`config.mk`:
```
export PLATFORM = sky130hd
export DESIGN_NAME = pixel_scheduler_flat
export DESIGN_NICKNAME = d
export VERILOG_FILES = /design/src/rtl/pixel_pkg.sv /design/src/rtl/pixel_scheduler_if.sv /design/src/rtl/pixel_counter.sv /design/src/rtl/pixel_scheduler.sv /design/src/flat_wrapper.sv
export SDC_FILE = /design/constraint.sdc
export NUM_CORES = 1
export LEC_CHECK = 0
export ABC_AREA = 1
export CELL_PAD_IN_SITES_DETAIL_PLACEMENT = 1
export CELL_PAD_IN_SITES_GLOBAL_PLACEMENT = 1
export CORE_ASPECT_RATIO = 1.1
export CORE_MARGIN = 2
export CORE_UTILIZATION = 27
export DETAILED_ROUTE_END_ITERATION = 8
export PLACE_DENSITY = 0.63
export SETUP_SLACK_MARGIN = 0.5
export SLEW_MARGIN = 5
export SYNTH_ARGS = -nofsm -noshare
export SYNTH_HDL_FRONTEND = slang
export SYNTH_SLANG_ARGS = --single-unit
```
`constraint.sdc`:
```
create_clock -name clk -period 3.1 [get_ports clk]
set_clock_uncertainty 0.1 [all_clocks]
set_input_delay 0.93 -clock clk [delete_from_list [all_inputs] [get_ports clk]]
set_output_delay 0.93 -clock clk [all_outputs]
set_load 0.03 [all_outputs]
```
`src/rtl/pixel_pkg.sv`:
```
// Shared definitions for the pixel compute path.
// Holds the default frame geometry (also used by the display path) and the
// frame sequencer state type.
package pixel_pkg;

    localparam int unsigned H_RES_DEFAULT = 1024;
    localparam int unsigned V_RES_DEFAULT = 768;

    typedef enum logic [2:0] {
        IDLE,
        ISSUE,
        WAIT,
        WRITE,
        DONE,
        DRAIN
    } sched_state_t;

endpackage

```
`src/rtl/pixel_scheduler_if.sv`:
```
// Job / result / frame-buffer bundle between the frame sequencer and its
// neighbours.
//   master : scheduler side (drives job_*, fb_*; receives job_ready, res_*)
//   slave  : engine / frame buffer side
interface pixel_scheduler_if
    import pixel_pkg::*;
#(
    parameter int unsigned X_W    = $clog2(H_RES_DEFAULT),
    parameter int unsigned Y_W    = $clog2(V_RES_DEFAULT),
    parameter int unsigned ADDR_W = $clog2(H_RES_DEFAULT * V_RES_DEFAULT),
    parameter int unsigned DATA_W = 8
);

    logic              job_valid;
    logic              job_ready;
    logic [X_W-1:0]    job_x;
    logic [Y_W-1:0]    job_y;
    logic              res_valid;
    logic [DATA_W-1:0] res_data;
    logic              fb_we;
    logic [ADDR_W-1:0] fb_addr;
    logic [DATA_W-1:0] fb_data;

    modport master (
        output job_valid, job_x, job_y, fb_we, fb_addr, fb_data,
        input  job_ready, res_valid, res_data
    );

    modport slave (
        input  job_valid, job_x, job_y, fb_we, fb_addr, fb_data,
        output job_ready, res_valid, res_data
    );

endinterface

```
`src/rtl/pixel_counter.sv`:
```
// Raster-order (X,Y) counter for one frame.
//   clk, rst : clock, synchronous active-low reset
//   clr_i    : clear X and Y to 0 (wins over en_i)
//   en_i     : advance one pixel; X wraps at H_RES-1 and carries into Y
//   x_o, y_o : current coordinate
//   last_o   : current coordinate is the last pixel of the frame
module pixel_counter
    import pixel_pkg::*;
#(
    parameter int unsigned H_RES = H_RES_DEFAULT,
    parameter int unsigned V_RES = V_RES_DEFAULT,
    parameter int unsigned X_W   = 10,
    parameter int unsigned Y_W   = 10
) (
    input  logic           clk,
    input  logic           rst,
    input  logic           clr_i,
    input  logic           en_i,
    output logic [X_W-1:0] x_o,
    output logic [Y_W-1:0] y_o,
    output logic           last_o
);

    localparam logic [X_W-1:0] XMax = X_W'(H_RES - 1);
    localparam logic [Y_W-1:0] YMax = Y_W'(V_RES - 1);

    logic [X_W-1:0] x_d, x_q;
    logic [Y_W-1:0] y_d, y_q;

    always_comb begin
        x_d = x_q;
        y_d = y_q;
        if (clr_i) begin
            x_d = '0;
            y_d = '0;
        end else if (en_i) begin
            // Wrap at the line length, not at the counter width.
            if (x_q == XMax) begin
                x_d = '0;
                y_d = y_q + 1'b1;
            end else begin
                x_d = x_q + 1'b1;
            end
        end
    end

    always_ff @(posedge clk) begin
        if (!rst) begin
            x_q <= '0;
            y_q <= '0;
        end else begin
            x_q <= x_d;
            y_q <= y_d;
        end
    end

    assign x_o    = x_q;
    assign y_o    = y_q;
    assign last_o = (x_q == XMax) && (y_q == YMax);

endmodule

```
`src/rtl/pixel_scheduler.sv`:
```
// Frame-level sequencer: walks every (X,Y) of a frame in raster order, issues
// each coordinate as a job to the compute engine, waits for its result and
// writes it to the frame buffer. One job in flight at a time.
//   clk, rst     : clock, synchronous active-low reset
//   start        : begin a frame (only honoured while idle)
//   abort        : cancel the current frame
//   busy         : high whenever not idle
//   done         : one-cycle pulse after the last pixel is written
//   bus (master) : job_valid/job_ready/job_x/job_y to the engine,
//                  res_valid/res_data from the engine,
//                  fb_we/fb_addr/fb_data to the frame buffer
module pixel_scheduler
    import pixel_pkg::*;
#(
    parameter int unsigned H_RES  = H_RES_DEFAULT,
    parameter int unsigned V_RES  = V_RES_DEFAULT,
    parameter int unsigned X_W    = 10,
    parameter int unsigned Y_W    = 10,
    parameter int unsigned ADDR_W = 20,
    parameter int unsigned DATA_W = 8
) (
    input  logic               clk,
    input  logic               rst,
    input  logic               start,
    input  logic               abort,
    output logic               busy,
    output logic               done,
    pixel_scheduler_if.master  bus
);

    sched_state_t      state_d, state_q;
    logic [ADDR_W-1:0] addr_d, addr_q;
    logic [DATA_W-1:0] fb_data_d, fb_data_q;
    logic              busy_q, done_q, job_valid_q, fb_we_q;

    logic              cnt_clr, cnt_en, cnt_last;
    logic [X_W-1:0]    cnt_x;
    logic [Y_W-1:0]    cnt_y;

    pixel_counter #(
        .H_RES (H_RES),
        .V_RES (V_RES),
        .X_W   (X_W),
        .Y_W   (Y_W)
    ) u_counter (
        .clk    (clk),
        .rst    (rst),
        .clr_i  (cnt_clr),
        .en_i   (cnt_en),
        .x_o    (cnt_x),
        .y_o    (cnt_y),
        .last_o (cnt_last)
    );

    always_comb begin
        state_d   = state_q;
        addr_d    = addr_q;
        fb_data_d = fb_data_q;
        cnt_clr   = 1'b0;
        cnt_en    = 1'b0;
        unique case (state_q)
            IDLE: begin
                if (start) begin
                    state_d = ISSUE;
                    cnt_clr = 1'b1;
                    addr_d  = '0;
                end
            end
            ISSUE: begin
                // job_valid is registered high for the whole of ISSUE, so
                // job_ready alone marks the transfer cycle.
                if (abort) begin
                    state_d = IDLE;
                end else if (bus.job_ready) begin
                    state_d = WAIT;
                end
            end
            WAIT: begin
                // A result landing with the abort is already consumed, so
                // there is nothing left to drain.
                if (abort) begin
                    state_d = bus.res_valid ? IDLE : DRAIN;
                end else if (bus.res_valid) begin
                    state_d   = WRITE;
                    fb_data_d = bus.res_data;
                end
            end
            WRITE: begin
                if (abort) begin
                    state_d = IDLE;
                end else if (cnt_last) begin
                    state_d = DONE;
                end else begin
                    state_d = ISSUE;
                    cnt_en  = 1'b1;
                    addr_d  = addr_q + 1'b1;
                end
            end
            DONE: begin
                state_d = IDLE;
            end
            DRAIN: begin
                if (bus.res_valid) begin
                    state_d = IDLE;
                end
            end
            default: begin
                state_d = IDLE;
            end
        endcase
    end

    // Outputs are registered from the next state so they line up with it.
    always_ff @(posedge clk) begin
        if (!rst) begin
            state_q     <= IDLE;
            addr_q      <= '0;
            fb_data_q   <= '0;
            busy_q      <= 1'b0;
            done_q      <= 1'b0;
            job_valid_q <= 1'b0;
            fb_we_q     <= 1'b0;
        end else begin
            state_q     <= state_d;
            addr_q      <= addr_d;
            fb_data_q   <= fb_data_d;
            busy_q      <= (state_d != IDLE);
            done_q      <= (state_d == DONE);
            job_valid_q <= (state_d == ISSUE);
            fb_we_q     <= (state_d == WRITE);
        end
    end

    assign busy          = busy_q;
    assign done          = done_q;
    assign bus.job_valid = job_valid_q;
    assign bus.job_x     = cnt_x;
    assign bus.job_y     = cnt_y;
    assign bus.fb_we     = fb_we_q;
    assign bus.fb_addr   = addr_q;
    assign bus.fb_data   = fb_data_q;

endmodule

```
`src/flat_wrapper.sv`:
```
// flat-port wrapper written by rule: the top's interface ports become plain ports
module pixel_scheduler_flat import pixel_pkg::*;
#(
    parameter int unsigned H_RES  = H_RES_DEFAULT,
    parameter int unsigned V_RES  = V_RES_DEFAULT,
    parameter int unsigned X_W    = 10,
    parameter int unsigned Y_W    = 10,
    parameter int unsigned ADDR_W = 20,
    parameter int unsigned DATA_W = 8
)
  (clk, rst, start, abort, busy, done, bus_job_valid, bus_job_x, bus_job_y, bus_fb_we, bus_fb_addr, bus_fb_data, bus_job_ready, bus_res_valid, bus_res_data);
  pixel_scheduler_if #(.X_W(X_W), .Y_W(Y_W), .ADDR_W(ADDR_W), .DATA_W(DATA_W)) bus_i ();
  input  logic clk;
  input  logic rst;
  input  logic start;
  input  logic abort;
  output logic busy;
  output logic done;
  output wire logic [$bits(bus_i.job_valid)-1:0] bus_job_valid;
  output wire logic [$bits(bus_i.job_x)-1:0] bus_job_x;
  output wire logic [$bits(bus_i.job_y)-1:0] bus_job_y;
  output wire logic [$bits(bus_i.fb_we)-1:0] bus_fb_we;
  output wire logic [$bits(bus_i.fb_addr)-1:0] bus_fb_addr;
  output wire logic [$bits(bus_i.fb_data)-1:0] bus_fb_data;
  input wire logic [$bits(bus_i.job_ready)-1:0] bus_job_ready;
  input wire logic [$bits(bus_i.res_valid)-1:0] bus_res_valid;
  input wire logic [$bits(bus_i.res_data)-1:0] bus_res_data;
  assign bus_job_valid = bus_i.job_valid;
  assign bus_job_x = bus_i.job_x;
  assign bus_job_y = bus_i.job_y;
  assign bus_fb_we = bus_i.fb_we;
  assign bus_fb_addr = bus_i.fb_addr;
  assign bus_fb_data = bus_i.fb_data;
  assign bus_i.job_ready = bus_job_ready;
  assign bus_i.res_valid = bus_res_valid;
  assign bus_i.res_data = bus_res_data;
  pixel_scheduler #(.H_RES(H_RES), .V_RES(V_RES), .X_W(X_W), .Y_W(Y_W), .ADDR_W(ADDR_W), .DATA_W(DATA_W)) u_core (.clk(clk), .rst(rst), .start(start), .abort(abort), .busy(busy), .done(done), .bus(bus_i));
endmodule
```
Yosys cells after proc, flatten, opt, wreduce, memory -nomap -nowiden
Index checks and enable logic that the tools add are counted.
{"block": "word_totals", "regBits": 55, "inputBits": 14, "output_inout_bits": 52, "elab_cells": 54}
{"block": "op_classes", "bitwise": 2, "n_mux": 20, "n_reduce_logical": 8, "eq_ne": 12, "n_addsub": 3}
{"cell": "$mux W20", "n": 3}
{"cell": "$pmux W20 S2", "n": 1}
{"cell": "$mux W3", "n": 9}
{"cell": "$add A10 B1 Y10 const B", "n": 2}
{"cell": "$add A20 B1 Y20 const B", "n": 1}
{"cell": "$eq A10 B10 Y1 const B", "n": 2}
{"cell": "$pmux W3 S5", "n": 1}
{"cell": "$mux W10", "n": 1}
{"cell": "$eq A3 B2 Y1 const B", "n": 3}
{"cell": "$eq A3 B1 Y1 const B", "n": 2}
{"cell": "$eq A3 B3 Y1 const B", "n": 2}
{"cell": "$ne A2 B2 Y1 const B", "n": 3}
{"cell": "$mux W1", "n": 5}
{"cell": "$reduce_and A4 Y1", "n": 1}
{"cell": "$logic_not A3 Y1", "n": 1}
{"cell": "$reduce_and A3 Y1", "n": 1}
{"cell": "$reduce_bool A3 Y1", "n": 1}
{"cell": "$not A1 Y1", "n": 2}
{"cell": "$reduce_and A2 Y1", "n": 1}
{"cell": "$reduce_bool A2 Y1", "n": 1}
{"cell": "$reduce_or A2 Y1", "n": 1}
{"cell": "$logic_and A1 B1 Y1", "n": 1}

Longest topological paths before layout
{"block": "depth", "word_depth": 6, "mapped_depth": 12}

By module
A second synthesis with hierarchy kept.
{"block": "hier_totals", "hier_cells": 424, "hier_area_um2": 2810.2}
{"mod": "pixel_scheduler", "area_per_inst_um2": 1776.7, "cells_per_inst": 272, "seq_area_each_um2": 700.7, "instances": 1}
{"mod": "pixel_counter", "area_per_inst_um2": 1033.5, "cells_per_inst": 152, "seq_area_each_um2": 400.4, "instances": 1}

Worst setup path after synthesis
No wires, ideal clock.
{"block": "synth_path", "path_kind": "register to register", "startpoint": "register u_core.u_counter.x_q[0] (netlist: u_core.u_counter.x_o[0])", "endpoint": "register u_core.addr_q[11] (netlist: u_core.bus.fb_addr[11])", "t_required_ns": 2.857, "path_stages_with_launch": 12, "setup_slack_ns": 1.128, "path_buffers": 1, "arrival_time_ns": 1.729, "cell_sequence": "dfxtp_1 > ha_1 > inv_1 > nor2_4 > nand2_2 > nor2_4 > nand2_4 > nand2_4 > nand2_4 > buf_2 > nand3_1 > a21oi_1"}
{"block": "synth_via", "elab_chain_cells": 4}
{"item": "start, declared", "line": "pixel_counter.sv:27", "text": "logic [X_W-1:0] x_d, x_q;"}
{"item": "start signal, assigned", "line": "pixel_counter.sv:49", "text": "x_q <= '0;"}
{"item": "start signal, assigned", "line": "pixel_counter.sv:52", "text": "x_q <= x_d;"}
{"item": "$eq A10 B10 Y1", "line": "pixel_counter.sv:59", "text": "assign last_o = (x_q == XMax) && (y_q == YMax);"}
{"item": "$logic_and A1 B1 Y1", "line": "pixel_counter.sv:59"}
{"item": "$ne A2 B2 Y1 (no source line)"}
{"item": "$reduce_and A4 Y1 (no source line)"}
{"item": "end signal, assigned", "line": "pixel_scheduler.sv:125", "text": "addr_q <= addr_d;"}
{"item": "end, declared", "line": "pixel_scheduler.sv:32", "text": "logic [ADDR_W-1:0] addr_d, addr_q;"}
No other way between the ends.
A chain may end at the register's enable or synchronous reset.

Worst setup path in the final report
{"block": "layout_path", "startpoint": "register u_core.u_counter.y_q[5] (netlist: u_core.u_counter.y_o[5])", "endpoint": "output bus_job_y[5]"}
{"item": "start, declared", "line": "pixel_counter.sv:28", "text": "logic [Y_W-1:0] y_d, y_q;"}
{"item": "start signal, assigned", "line": "pixel_counter.sv:53", "text": "y_q <= y_d;"}
{"item": "end, declared", "line": "flat_wrapper.sv:21", "text": "output wire logic [$bits(bus_i.job_y)-1:0] bus_job_y;"}
No word-level cell between the ends.

==> metrics <==
outcome completed; Tightest Hold Check Type flip-flop to flip-flop; # IOs 66; crit path launch type flip-flop; hold endpoint u_core.bus.fb_data[6]; Hold Startpoint u_core.bus.fb_data[6]; clock latency on the worst-skew pair 300 ps; wire length per cell 13.4 µm; main combinational cell family by area after synthesis simple AND/OR/NAND/NOR gates; root buf cell clkbuf_16; crit path time final between 2000 and 3000 ps; H-Tree Depth 2; Final Max Slew Viols 0; Area Growth Syn to Fin 31.5%; Slew @ Worst Pin 524 ps; synthesized instance count 472; antenna violations before repair 0; R2R setup slack roughly 860 ps; Final HPWL DP 6950 µm; placeable core area 11400 µm²; WP buf/inv 1; mux contribution to synthesized area 0%; clk slew on worst S/H paths approximately 70 ps; Max Fclk 0.394 GHz; fin crit share 82.0%; TritonCTS clock tree done; post-synthesis simple-gate area fraction roughly 42%; TNS Setup 0 ps; Yosys warnings 0; initial core utilization a little over a quarter; Met1 Wirelength 4400 µm; LEAKAGE 1.44 nW; Longest Clk Path Bufs 2; part of the Yosys area used for sequential elements approximately a third; Tot GR Track Use 15.5%; num rows 41; Final nets 558; delay-heaviest family, CP buffers and inverters; Layout Cells excl Fill between 600 and 700; Antenna Cells 0; TritonRoute pass-1 iters 4; Worst EP arrival 1510 ps; slowest stage cell, crit path clkdlybuf4s50_1; slowest stage delay, CP 730 ps; adder-cell share of the synthesized area 1.20%; r2r endpoint u_core.busy; Synth Register Bits 55; Worst VDD drop 0.199 mV; Die X roughly 110 µm; critical path type flip-flop to output pin; Placer Congestion ~0.8; Final Core Density 36.1%; max cap viols 0; wire length on met3 ~220 µm; Setup crit end kind output pin; Slew HR 65.1%; CP max FO 7; first-pass GRT wire length around 16000 µm; layout cells sized above 1 10.9%; Compound-Gate Fraction of Synth Area 10.2%; vias per cell between 4 and 5; RSZ-0062 raised after global routing no; Post-Syn Area 3130 µm²; Netlist cell types 34; critical-path cell list clkdlybuf4s50_1; routed wire length 9300 µm; Sink Count 55; Die ar. 12500 µm²; Worst R2R Path Depth 12; Die Y between 100 and 150 µm; Mapped Nets 489; synthesized area per cell 6.63 µm²; final setup fails 0; WHS Path Cells 2; largest net degree at the start of global routing 23; Detail Route Antenna Nets 0; Hold Vio Cnt, Final 0; PwrDens roughly 330 nW/µm²; grt ovf 0; number of global-route vias before repair 3162; Critical Path RT a little over 2000 ps; DR DRC count 0; Synth Area in XOR/XNOR 4.76%; Num CTS Buffers 5; metal2 WL 4560 µm; worst r2r src u_core.u_counter.x_o[0]; port buffer count 65; top layer in use met4; DR iter-0 viols just under 80; placed cell count 684; DR vias 3220
placed cells by master (no fill, tap or decap):
master / count
nand2_1: 121
nor2_1: 78
clkdlybuf4s50_1: 62
dfxtp_1: 55
nand3_1: 40
inv_1: 36
a21oi_1: 28
nand2_2: 14
o21ai_0: 13
a21oi_2: 10
xor2_1: 9
buf_4: 9
nand4_1: 8
xnor2_1: 8
nor3_1: 7
nor2_4: 5
or2_2: 5
clkbuf_16: 5
inv_2: 4
nand2_4: 4
ha_1: 3
dlymetal6s2s_1: 3
nand3b_1: 2
and2_1: 2
clkinv_1: 1
o21bai_1: 1
nor3b_1: 1
nor2_2: 1
and3_1: 1
o211ai_1: 1
o21ai_1: 1
a31oi_1: 1
clkbuf_1: 1
clkinv_2: 1
clkinvlp_4: 1
timing repair:
action,in CTS,in global routing
endpoints found under the hold margin,0,0
resized for setup,0,3
setup buffers,0,0
hold buffers,0,0
endpoints found under the setup margin,0,3
sequential cells by signal, indices dropped and copies added, names as in the netlist:
signal / flops
u_core.bus.fb_addr: 20
u_core.u_counter.x_o: 10
u_core.u_counter.y_o: 10
u_core.bus.fb_data: 8
u_core.state_q: 3
u_core.bus.fb_we: 1
u_core.bus.job_valid: 1
u_core.busy: 1
u_core.done: 1
metal layers:
layer	vias to the layer above	track usage, %
met1	1529	20.2
met5	-	0
met3	5	2.27
met4	0	4.42
li1	1646	-
met2	40	26.7
cell families (layout without fill, tap and decap cells):
kind of cell | count (synthesis) | in the layout
xor gates and xnor gates | 17 | 17
DFF | 55 | 55
adders and majority gates | 3 | 3
buffers and inverters | 53 | 123
and+or+nand+nor | 289 | 289
AOI/OAI and AO/OA | 55 | 55
synthesized netlist by cell type (all sizes together):
library cell	n	area, µm²
clkbuf	6	22.5
nand3b	2	15.0
buf	6	47.5
a21oi	38	228
o211ai	1	7.51
nand3	40	200
nor3b	1	7.51
xnor2	8	70.1
clkinv	1	3.75
a31oi	1	6.26
nand4	8	50.1
nor3	7	35.0
nand2	139	587
and3	1	6.26
ha	3	37.5
o21ai	14	70.1
and2	2	12.5
nor2	84	355
or2	5	31.3
o21bai	1	7.51
xor2	9	78.8
dfxtp	55	1100
inv	40	150
power by group:
group          switching (mW)  leakage [nW]  total, mW  internal (mW)
logic                  0.0591         0.932     0.0939         0.0348
registers             0.00282         0.444      0.713          0.710
clock network           0.268        0.0669      0.567          0.299
worst reg2reg max path, stage by stage, from the launching register on:
cell and delay (ps):
dfxtp_1 490, ha_1 220, inv_1 90, nor2_4 170, nand2_2 80, nor2_4 170, nand2_4 90, nand2_2 250
nand3b_1 150, nand2_1 140, inv_2 40, nor2_1 80, nand2_1 60
per-stage QoR:
stage | cell area, µm² | worst slack [ps] | hold WS (ps) | total power, mW
global route | 4120 | 508 | 409 | 1.44
detailed placement | 3970 | 373 | 374 | 0.825
floorplan | 3130 | 1130 | 509 | 0.785
global placement | 3970 | 407 | 368 | 0.824
finish | 4120 | 559 | 386 | 1.37
CTS | 4110 | 509 | 392 | 1.41
cell type report:
class                   instances  area (µm²)
repair buffers                 74         726
clock inverters                 2        12.5
flip-flops and latches         55        1100
multi-input cells             364        1810
well taps                     150         188
fillers                      1494        7270
inverters                      41         154
clock buffers                   6         129
worst max-delay path by stage:
stage / start / cells past startpoint / end
6_report: u_core.u_counter.y_o[5] / 1 / bus_job_y[5]
3_3_place_gp: abort / 7 / u_core.u_counter.y_o[2]
2_1_floorplan: u_core.u_counter.x_o[0] / 11 / u_core.bus.fb_addr[11]
3_5_place_dp: abort / 7 / u_core.u_counter.y_o[2]
5_1_grt: u_core.u_counter.y_o[5] / 1 / bus_job_y[5]
4_1_cts: u_core.u_counter.y_o[7] / 1 / bus_job_y[7]
Note: power is estimated with default switching activity, not from simulation.
==> RTL change, RTL diff (same flow settings) <==
The package constant `V_RES_DEFAULT` goes from 768 to 3072.
--- a/src/rtl/pixel_pkg.sv
+++ b/src/rtl/pixel_pkg.sv
@@ -4,7 +4,7 @@
 package pixel_pkg;
 
     localparam int unsigned H_RES_DEFAULT = 1024;
-    localparam int unsigned V_RES_DEFAULT = 768;
+    localparam int unsigned V_RES_DEFAULT = 3072;
 
     typedef enum logic [2:0] {
         IDLE,
Function: no difference found for any inputs over 10 cycles, from zero or initial values and one cycle with rst low; that may be too few to reach the edited logic, so the function may still have changed.
==> RTL change against the original RTL <==
Total power is 6.6% higher; setup slack worse by 0.0064 ns; largest cell class unchanged; cell area is 1.1% lower; sequential share of layout area is 0.30 points higher; critical path type unchanged; largest power group unchanged; sequential cell count stayed put; area after synthesis is 1.6% lower; count of clock-buffer cells in the layout stayed put; wire length is 5.9% lower.
==> RTL change: results (changes against the original RTL) <==
===================================================================
Run status                                             complete, no violations
Synth cell types                                                 37   +8.8%
Post-Syn Area per Cell                                     6.68 um2   +0.71%
Global-route wire length before repair                    14,900 um   -4.2%
Share of the clock period used by the worst path              82.2%   +0.21 points
IR drop worst, VDD                                         0.235 mV   +18%
Routing usage on met2                                         26.6%   -0.13 points
Routed met1 length                                          4130 um   -6.3%
Dpl ws                                                     0.381 ns   +0.00801 ns
Overall fraction of global-route tracks in use                15.0%   -0.49 points
Met3 layer usage reported by global route                     2.53%   +0.26 points
Area share of fa/ha/maj cells after synthesis                 1.22%   +0.020 points
Post-Synthesis Net Count                                        478   -2.2%
Compound-cell area share of the yosys netlist                 10.1%   -0.11 points
Routed wire length on met3                                   238 um   +7.2%
Cell total after placement                                      669   -2.2%
Final HPWL from detailed placement                          6700 um   -3.7%
Post-route worst hold slack                                0.386 ns   -0.000460 ns
WHS Endpoint                                           u_core.bus.fb_data[5]
Net switching power of the design                          0.333 mW   +0.97%
Cell area after placement                                  3900 um2   -1.7%
Post-detailed-route wirelength per cell                     12.9 um   -3.8%
Ranking of synthesized cells by area                   sky130_fd_sc_hd__dfxtp_1, sky130_fd_sc_hd__nand2_1, sky130_fd_sc_hd__nor2_1, sky130_fd_sc_hd__nand3_1, sky130_fd_sc_hd__a21oi_1
Worst setup slack for register-to-register paths            0.83 ns   -0.03 ns
Cell leakage power                                          1.43 nW   -0.97%
Reg-to-reg endpoint                                    u_core.u_counter.y_o[4]
Overall routed net length                                   8750 um   -5.9%
Crit-path max FO                                                  6   -1
Xor and xnor area share after synthesis                       5.97%   +1.2 points
Count of nets after finishing                                   546   -2.2%
Post-synth top cells                                   sky130_fd_sc_hd__nand2_1, sky130_fd_sc_hd__nor2_1, sky130_fd_sc_hd__dfxtp_1
Pin count of the biggest net entering global routing             21   -8.7%
Drt via density                                                4.54   -2.4%
Total met2 wirelength after detailed routing                4270 um   -6.2%
Layout cells sized above 1                                    9.62%   -1.3 points
Launch point of the worst path                         u_core.bus.fb_addr[9]
Number of global-route vias before repair                     3,110   -1.6%
Endpoint of the most critical setup path               bus_fb_addr[9]
Grt met1 use                                                  18.5%   -1.6 points
Worst slew slack as a fraction of its limit                   67.7%   +2.6 points
===================================================================
RTL change: cell count changes in the layout (fill, tap and decap cells not counted), sizes merged, moves of 2 or more:
| cell | before | now |
|---|---|---|
| buf | 9 | 6 |
| nand3 | 40 | 34 |
| nand3b | 2 | 0 |
| nand4 | 8 | 3 |
| o21ai | 14 | 11 |
| xnor2 | 8 | 12 |
RTL change: cell type report:
class                           instances  area, um2
Clock buffer                            6        129
Multi-Input combinational cell        354       1760
Sequential cell                        55       1100
Timing Repair Buffer                   71        701
Fill cell                            1434       6940
Inverter                               42        158
Tap cell                              147        184
Clock inverter                          2       38.8
RTL change: power by group through the flow:
stage | registers, mW | logic, mW | clock network [mW]
3_5_place_dp | 0.729 | 0.0957 | 0
4_1_cts | 0.713 | 0.0959 | 0.681
3_3_place_gp | 0.729 | 0.0954 | 0
5_1_grt | 0.713 | 0.104 | 0.709
2_1_floorplan | 0.736 | 0.0501 | 0
6_report | 0.713 | 0.0941 | 0.658
